File: src/rtl/ex_stage.sv
// Execute stage: ID/EX register, ALU, iterative mul/div unit,
// data SRAM request and the EX/MEM and forwarding buses.
module ex_stage #(
  parameter int STALL_W = 6
) (
  input  logic               clk,
  input  logic               rst,
  input  logic [STALL_W-1:0] stall,
  input  logic [145:0]       id_to_ex_bus,
  output logic [75:0]        ex_to_mem_bus,
  output logic [37:0]        ex_to_id_bus,
  output logic               data_sram_en,
  output logic [3:0]         data_sram_wen,
  output logic [31:0]        data_sram_addr,
  output logic [31:0]        data_sram_wdata,
  output logic               stallreq_for_ex
);

  localparam logic STOP = 1'b1;

  typedef struct packed {
    logic [31:0] pc;
    logic [3:0]  alu_op;
    logic [1:0]  md_op;
    logic [31:0] src1;
    logic [31:0] src2;
    logic [31:0] store_data;
    logic        data_ram_en;
    logic [3:0]  data_ram_wen;
    logic        sel_rf_res;
    logic        rf_we;
    logic [4:0]  rf_waddr;
  } id_ex_t;

  typedef struct packed {
    logic [31:0] pc;
    logic        data_ram_en;
    logic [3:0]  data_ram_wen;
    logic        sel_rf_res;
    logic        rf_we;
    logic [4:0]  rf_waddr;
    logic [31:0] ex_result;
  } ex_mem_t;

  typedef enum logic [1:0] {
    IDLE,
    BUSY,
    DONE
  } md_state_t;

  localparam logic [1:0] MD_MUL = 2'b01;
  localparam logic [1:0] MD_DIV = 2'b10;

  id_ex_t      id_r;
  md_state_t   state;
  md_state_t   state_n;
  logic [4:0]  cnt;
  logic [1:0]  op_r;
  logic [31:0] x_r;
  logic [31:0] y_r;
  logic [31:0] z_r;
  logic [31:0] x_n;
  logic [31:0] y_n;
  logic [31:0] z_n;
  logic [31:0] md_res;
  logic [31:0] alu_res;
  logic [31:0] ex_result;
  logic [32:0] trial;
  logic [32:0] diff;
  logic        fits;
  logic        ex_stop;
  logic        mem_stop;
  logic        md_req;
  logic        unused;

  assign ex_stop  = stall[2] == STOP;
  assign mem_stop = stall[3] == STOP;
  assign md_req   = id_r.md_op != 2'b00;
  assign unused   = ^stall;

  always_ff @(posedge clk or posedge rst) begin
    if (rst) begin
      id_r <= '0;
    end else if (ex_stop && !mem_stop) begin
      id_r <= '0;
    end else if (!ex_stop) begin
      id_r <= id_to_ex_bus;
    end
  end

  logic [4:0] sh;
  assign sh = id_r.src1[4:0];

  always_comb begin
    alu_res = '0;
    unique case (id_r.alu_op)
      4'd0:  alu_res = id_r.src1 + id_r.src2;
      4'd1:  alu_res = id_r.src1 - id_r.src2;
      4'd2:  alu_res = id_r.src1 & id_r.src2;
      4'd3:  alu_res = id_r.src1 | id_r.src2;
      4'd4:  alu_res = id_r.src1 ^ id_r.src2;
      4'd5:  alu_res = ~(id_r.src1 | id_r.src2);
      4'd6:  alu_res = {31'd0, $signed(id_r.src1) < $signed(id_r.src2)};
      4'd7:  alu_res = {31'd0, id_r.src1 < id_r.src2};
      4'd8:  alu_res = id_r.src2 << sh;
      4'd9:  alu_res = id_r.src2 >> sh;
      4'd10: alu_res = $unsigned($signed(id_r.src2) >>> sh);
      4'd11: alu_res = {id_r.src2[15:0], 16'h0};
      default: alu_res = '0;
    endcase
  end

  always_ff @(posedge clk or posedge rst) begin
    if (rst) state <= IDLE;
    else     state <= state_n;
  end

  always_comb begin
    state_n         = state;
    stallreq_for_ex = 1'b0;
    unique case (state)
      IDLE: begin
        if (md_req) begin
          state_n         = BUSY;
          stallreq_for_ex = 1'b1;
        end
      end
      BUSY: begin
        stallreq_for_ex = 1'b1;
        if (cnt == 5'd31) state_n = DONE;
      end
      DONE: begin
        if (!ex_stop) state_n = IDLE;
      end
      default: state_n = IDLE;
    endcase
  end

  // x: accumulator / partial remainder
  // y: multiplier / dividend shifting into quotient
  // z: multiplicand / divisor
  assign trial = {x_r, y_r[31]};
  assign diff  = trial - {1'b0, z_r};
  assign fits  = trial >= {1'b0, z_r};

  always_comb begin
    x_n = x_r;
    y_n = y_r;
    z_n = z_r;
    if (op_r == MD_MUL) begin
      x_n = x_r + (y_r[0] ? z_r : 32'd0);
      y_n = y_r >> 1;
      z_n = z_r << 1;
    end else begin
      x_n = fits ? diff[31:0] : trial[31:0];
      y_n = {y_r[30:0], fits};
    end
  end

  always_ff @(posedge clk or posedge rst) begin
    if (rst) begin
      cnt    <= '0;
      op_r   <= '0;
      x_r    <= '0;
      y_r    <= '0;
      z_r    <= '0;
      md_res <= '0;
    end else begin
      unique case (state)
        IDLE: begin
          if (md_req) begin
            cnt  <= '0;
            op_r <= id_r.md_op;
            x_r  <= '0;
            y_r  <= (id_r.md_op == MD_MUL) ? id_r.src2 : id_r.src1;
            z_r  <= (id_r.md_op == MD_MUL) ? id_r.src1 : id_r.src2;
          end
        end
        BUSY: begin
          cnt <= cnt + 5'd1;
          x_r <= x_n;
          y_r <= y_n;
          z_r <= z_n;
          if (cnt == 5'd31) md_res <= (op_r == MD_DIV) ? y_n : x_n;
        end
        default: ;
      endcase
    end
  end

  assign ex_result = md_req ? md_res : alu_res;

  assign data_sram_en    = id_r.data_ram_en;
  assign data_sram_wen   = id_r.data_ram_wen;
  assign data_sram_addr  = alu_res;
  assign data_sram_wdata = id_r.store_data;

  ex_mem_t mem_b;

  always_comb begin
    mem_b.pc           = id_r.pc;
    mem_b.data_ram_en  = id_r.data_ram_en;
    mem_b.data_ram_wen = id_r.data_ram_wen;
    mem_b.sel_rf_res   = id_r.sel_rf_res;
    mem_b.rf_we        = id_r.rf_we;
    mem_b.rf_waddr     = id_r.rf_waddr;
    mem_b.ex_result    = ex_result;
  end

  assign ex_to_mem_bus = mem_b;
  assign ex_to_id_bus  = {id_r.rf_we, id_r.rf_waddr, ex_result};

endmodule

File: config.mk
export PLATFORM = sky130hd
export DESIGN_NAME = ex_stage
export DESIGN_NICKNAME = d
export VERILOG_FILES = /design/src/rtl/ex_stage.sv
export SDC_FILE = /design/constraint.sdc
export NUM_CORES = 2
export LEC_CHECK = 0
export ABC_CLOCK_PERIOD_IN_PS = 13800
export CAP_MARGIN = 15
export CORE_MARGIN = 3
export CORE_UTILIZATION = 55
export DETAILED_ROUTE_END_ITERATION = 10
export PLACE_DENSITY = 0.86
export REMOVE_ABC_BUFFERS = 1
export SLEW_MARGIN = 20
export SYNTH_ARGS = -nofsm -noshare
export SYNTH_HDL_FRONTEND = slang
export SYNTH_SLANG_ARGS = --single-unit
File: constraint.sdc
create_clock -name clk -period 13.8 [get_ports clk]
set_clock_uncertainty 0.2 [all_clocks]
set_input_delay 2.07 -clock clk [delete_from_list [all_inputs] [get_ports clk]]
set_output_delay 2.07 -clock clk [all_outputs]
set_load 0.05 [all_outputs]
-- Yosys cells after proc, flatten, opt, wreduce, memory -nomap -nowiden
Cells that the tools add are included.
- bits of input ports: 154
- bits in registers: 283
- reduce and logical (&&, ||, !) cells: 11
- $lt $le $gt $ge: 3
- shifts and indexed selects: 3
- eq/ne operators: 22
- mux-type cells: 26
- $add $sub $neg: 5
- bitwise gates (word level): 4
- operators with widths (cell ; count):
    $mux W32 ; 12
    $pmux W32 S12 ; 1
    $mux W146 ; 2
    $pmux W32 S2 ; 3
    $add A32 B32 Y32 ; 2
    $lt A32 B32 Y1 ; 2
    $sub A32 B32 Y32 ; 2
    $ge A33 B32 Y1 ; 1
    $and A32 B32 Y32 ; 1
    $not A32 Y32 ; 1
    $or A32 B32 Y32 ; 1
    $shl A32 B5 Y32 ; 1
    $shr A32 B5 Y32 ; 1
    $sshr A32 B5 Y32 ; 1
    $xor A32 B32 Y32 ; 1
    $eq A4 B3 Y1 const B ; 4
    $eq A4 B4 Y1 const B ; 4
    $pmux W5 S2 ; 1
    $eq A4 B2 Y1 const B ; 2
    $ne A2 B2 Y1 const B ; 4
    $eq A2 B1 Y1 const B ; 3
    $mux W2 ; 3
    $pmux W2 S3 ; 1
    $reduce_and A2 Y1 ; 3
    other kinds (14) ; 17

-- Longest topological paths before layout
- word-level depth: 4
- gate-level depth with buffers: 17
- mapped depth without buffers: 14

-- Least setup slack after synthesis
No wires, ideal clock.
- path type: flip-flop to output port
- start: register id_r[77] in the netlist's numbering
- end: output port ex_to_mem_bus[20]
- slack: 6.043 ns
- arrival time: 5.487 ns
- stages on the path, launching flop included: 17
- path through: dfrtp_1 clkbuf_1 buf_2 buf_1 inv_1 fa_1 o21ba_2 or4_4 and4_1 o211a_1 o21ai_0 a21oi_1 o21ai_0 a21oi_1 o21ai_0 mux2_2 buf_4
- word-level cells in the longest chain between the ends: 3
- ends and longest elaborated chain (what ; line ; source):
    from (decl) ; 54 ; id_ex_t id_r;
    from (signal assigned) ; 87 ; id_r <= id_to_ex_bus;
    $sub A32 B32 Y32, or another cell as far along ; 98 ; 4'd1: alu_res = id_r.src1 - id_r.src2;
    $pmux W32 S12 * ; 96 ; unique case (id_r.alu_op)
    via data_sram_addr[20] ; 14 ; output logic [31:0] data_sram_addr,
    $mux W32 * ; 191 ; assign ex_result = md_req ? md_res : alu_res;
    to (decl) ; 10 ; output logic [75:0] ex_to_mem_bus,
The timed path passes the listed nets; every way through them passes the cells marked *.

-- Worst setup path in the final report
- start: register id_r[78] in the netlist's numbering
- end: output port ex_to_mem_bus[0]
- word-level cells in the longest chain between the ends: 3
- ends and longest elaborated chain (what ; line ; source):
    $lt A32 B32 Y1, or another cell as far along ; 104 ; 4'd7: alu_res = {31'd0, id_r.src1 < id_r.src2};
    $pmux W32 S12 * ; 96 ;
    $mux W32 * ; 191 ;
Mark *: on every way between the ends. The rest lies on a longest branch, timed or not.

==> flow_metrics.env <==
export IMPL_setup_viol=0
export IMPL_final_cell_area_um2=30400
export IMPL_drive_gt1_share_pct=6.34
export IMPL_powerDensity_nw_per_um2=185
export IMPL_area_growth_pct=13.8
export IMPL_die_area_um2=51300
export IMPL_crit_start="id_r[78]"
export IMPL_synth_top_cell_area_share_pct=26.5
export IMPL_holdWs_ns=0.274
export IMPL_crit_path_cell_trace="buf_4 > inv_2 > ha_1 > o21ba_2 > or4_4 > and4_1 > o211ai_1 > a221o_1 > o21ai_2 > a311oi_2 > o41a_1 > o31ai_1 > mux2_2 > clkdlybuf4s50_1"
export IMPL_startpoint_type="register"
export IMPL_worstMarginPinSlew_ns=1.11
export IMPL_period_minus_slack_ns=8.79
export IMPL_use_met3_pct=8.04
export IMPL_die_h_um=227
export IMPL_ir_drop_mv=0.123
export IMPL_place_area_um2=29400
export IMPL_drt_wl_total_um=97700
export IMPL_clock_latency_ns=0.57
export IMPL_ys_warnings_count=0
export IMPL_io_pins=338
export IMPL_cts_tree="done"
export IMPL_ys_seq_area_share_pct=26.5
export IMPL_grt_use_met1_pct=47.7
export IMPL_vias=27674
export IMPL_grt_overflow=0
export IMPL_finalHoldViolCount=0
export IMPL_nets=3971
export IMPL_cp_arrival_ns=6.52
export IMPL_r2r_start="y_r[0]"
export IMPL_cp_required_ns=11.53
export IMPL_clk_path_buf_depth=3
export IMPL_slew_headroom_pct=26.2
export IMPL_cts_hold_buf=0
export IMPL_grt_use_met2_pct=57.5
export IMPL_cts_sinks=283
export IMPL_ant_nets=0
export IMPL_rows=80
export IMPL_finalNonFillerCells=4293
export IMPL_post_drt_wl_per_cell_um=22.8
export IMPL_ys_top_cells_by_area="dfrtp_1, ha_1, o21ai_0"
export IMPL_track_usage_pct=37.2
export IMPL_min_from="md_res[0]"
export IMPL_die_w_um=227
export IMPL_finish_utilization_pct=63.6
export IMPL_path_delay_family="compound AO/OA/AOI/OAI gates"
export IMPL_cts_buffers=35
export IMPL_grt_busiest_layer="met2"
export IMPL_viasPerCell=6.45
export IMPL_power_leakage_nw=13.2
export IMPL_clk_pin_slew_ns=0.06
export IMPL_port_buffers=333
export IMPL_rsz0062_at_grt="false"
export IMPL_antenna_found_initial=2
export IMPL_grt_max_degree=137
export IMPL_netlist_area_um2=26700
export IMPL_grt_pass1_vias=25679
export IMPL_syn_area_per_cell_um2=7.38
export IMPL_synth_top_area_cell="dfrtp_1"
export IMPL_place_gp_congestion=1.05
export IMPL_p_total_mw=5.65
export IMPL_core_area_um2=47800
export IMPL_critPathMaxFanout=44
export IMPL_drc=0
export IMPL_initial_utilization_pct=55.9
export IMPL_max_cap_viol_count=0
export IMPL_path_buf_inv=3
export IMPL_async_flop_share_pct=100
export IMPL_outcome="finished, final reports clean"
export IMPL_drt_iter0_markers=3674
export IMPL_layout_setup_ws_ns=5.01
export IMPL_grt_pass1_wl_um=148000
export IMPL_cp_slowest_cell="dfrtp_2"
export IMPL_crit_path_end_kind="output port"
export IMPL_criticalPathCategory="register to output port"
export IMPL_fin_crit_sh_pct=63.7
export IMPL_synth_distinct_cells=82
export IMPL_cts_resized=0
export IMPL_final_max_slew_violation_count=0
export IMPL_synth_edf_count=0
export IMPL_synthCells=3622
export IMPL_dp_cells=4229
export IMPL_dpl_hpwl_um=71100
export IMPL_post_cts_buffers=0
export IMPL_hold_path_class="register to register"
export IMPL_num_fill_cells=4203
export IMPL_fin_tns_setup_ns=0
export IMPL_synth_flop_cell="dfrtp_1"
export IMPL_ys_ff_latch=283
export IMPL_place_ws_ns=5.77
export IMPL_cts_root_buffer="clkbuf_16"
export IMPL_first_pass_iters=8
export IMPL_fmax_ghz=0.114
export IMPL_slowest_delay_ns=0.88
export IMPL_h_tree_depth=2
registers in the layout (all words and copies together), names as in the netlist:
signal,count
id_r,70
ex_to_mem_bus,33
data_sram_wdata,32
md_res,32
x_r,32
y_r,32
z_r,32
ex_to_id_bus,6
cnt,5
data_sram_wen,4
op_r,2
state,2
data_sram_en,1
per-layer routing:
layer	vias to the layer above	share of wire (%)
met5	-	0.0092
met4	2	7.4
met3	346	10
met2	1622	44
met1	13071	39
li1	12633	-
cells in the final DEF (no fill, tap or decap), types with 14 or more instances in the layout:
cell type | synthesis | layout
clkdlybuf4s50_1 | 0 | 331
clkbuf_16 | 0 | 35
nand3_1 | 133 | 133
and3_1 | 22 | 22
nor2_1 | 351 | 349
a221o_1 | 14 | 14
o21ai_0 | 402 | 402
and2_1 | 40 | 39
a222oi_1 | 15 | 15
a31oi_1 | 31 | 31
nand4_1 | 16 | 16
mux4_2 | 41 | 41
a221oi_1 | 23 | 23
xnor2_1 | 23 | 23
o21a_1 | 23 | 23
nor4_1 | 18 | 17
a21oi_1 | 371 | 371
nand2_1 | 415 | 415
o21bai_1 | 25 | 25
a22o_1 | 27 | 27
a21o_1 | 45 | 45
o211ai_1 | 28 | 28
a211oi_1 | 34 | 34
inv_1 | 289 | 287
ha_1 | 162 | 162
o22ai_1 | 16 | 16
mux2_2 | 30 | 30
dfrtp_1 | 283 | 277
buf_4 | 118 | 46
nor3_1 | 43 | 40
mux2i_1 | 52 | 52
nand2b_1 | 25 | 23
xor2_1 | 32 | 32
nor2b_1 | 19 | 15
tightest hold or removal path, stage by stage, from the launching register on:
cell     delay (ns)
dfrtp_1        0.34
nand2_1        0.05
o21ai_0        0.06
cell type report:
| class | count | area, µm² | share of cell area, % |
|---|---|---|---|
| flip-flops and latches | 283 | 7090 | 23.3 |
| repair buffers | 379 | 3680 | 12.1 |
| clock inverters | 18 | 133 | 0.436 |
| multi-input cells | 2661 | 16700 | 54.9 |
| inverters | 291 | 1100 | 3.61 |
| well taps | 615 | 769 | 2.53 |
| clock buffers | 44 | 940 | 3.09 |
| diodes | 2 | 5.00 | 0.0164 |
power breakdown:
part | switching [mW] | internal, mW | total (mW)
clock | 0.388 | 0.489 | 0.877
sequential | 0.253 | 1.04 | 1.29
combinational | 2.19 | 1.29 | 3.48
worst paths after layout:
check,end,slack [ns],depth (start not counted)
max in group asynchronous,id_r[76],9.86,3
worst max-delay path,ex_to_mem_bus[0],5.01,14
worst max register to register,md_res[24],8.85,13
worst min-delay path,md_res[0],0.27,2
min in group asynchronous,data_sram_wdata[27],1.90,2
worst min register to register,md_res[0],0.27,2
cells in the mapped netlist (all sizes together), types with 15 or more instances:
cell type and instances:
nand2 415, a221oi 23, nor3 43, a21oi 371, nor4 18, nand2b 25
o22ai 16, o21ai 412, xnor2 23, mux2 30, dfrtp 283, mux4 41
mux2i 52, a211oi 34, a21o 45, inv 290, a31oi 31, nor2 351
a22o 27, ha 162, nand4 17, nand3 133, buf 169, o21a 23
nor2b 20, and3 22, o21bai 25, o211ai 28, a222oi 15, and2 40
clkbuf 218, xor2 32
cell families after synthesis:
logic type / Yosys count / share of synthesized area [%]
AND/OR/NAND/NOR: 1115 / 18.2
flip-flops: 283 / 26.5
XOR/XNOR: 55 / 1.80
multiplexers: 123 / 6.66
AO/OA/AOI/OAI: 1202 / 27.7
adder cells (fa/ha/maj): 166 / 7.88
buffers and inverters: 678 / 11.3
Power figures use the tool's default switching activity.
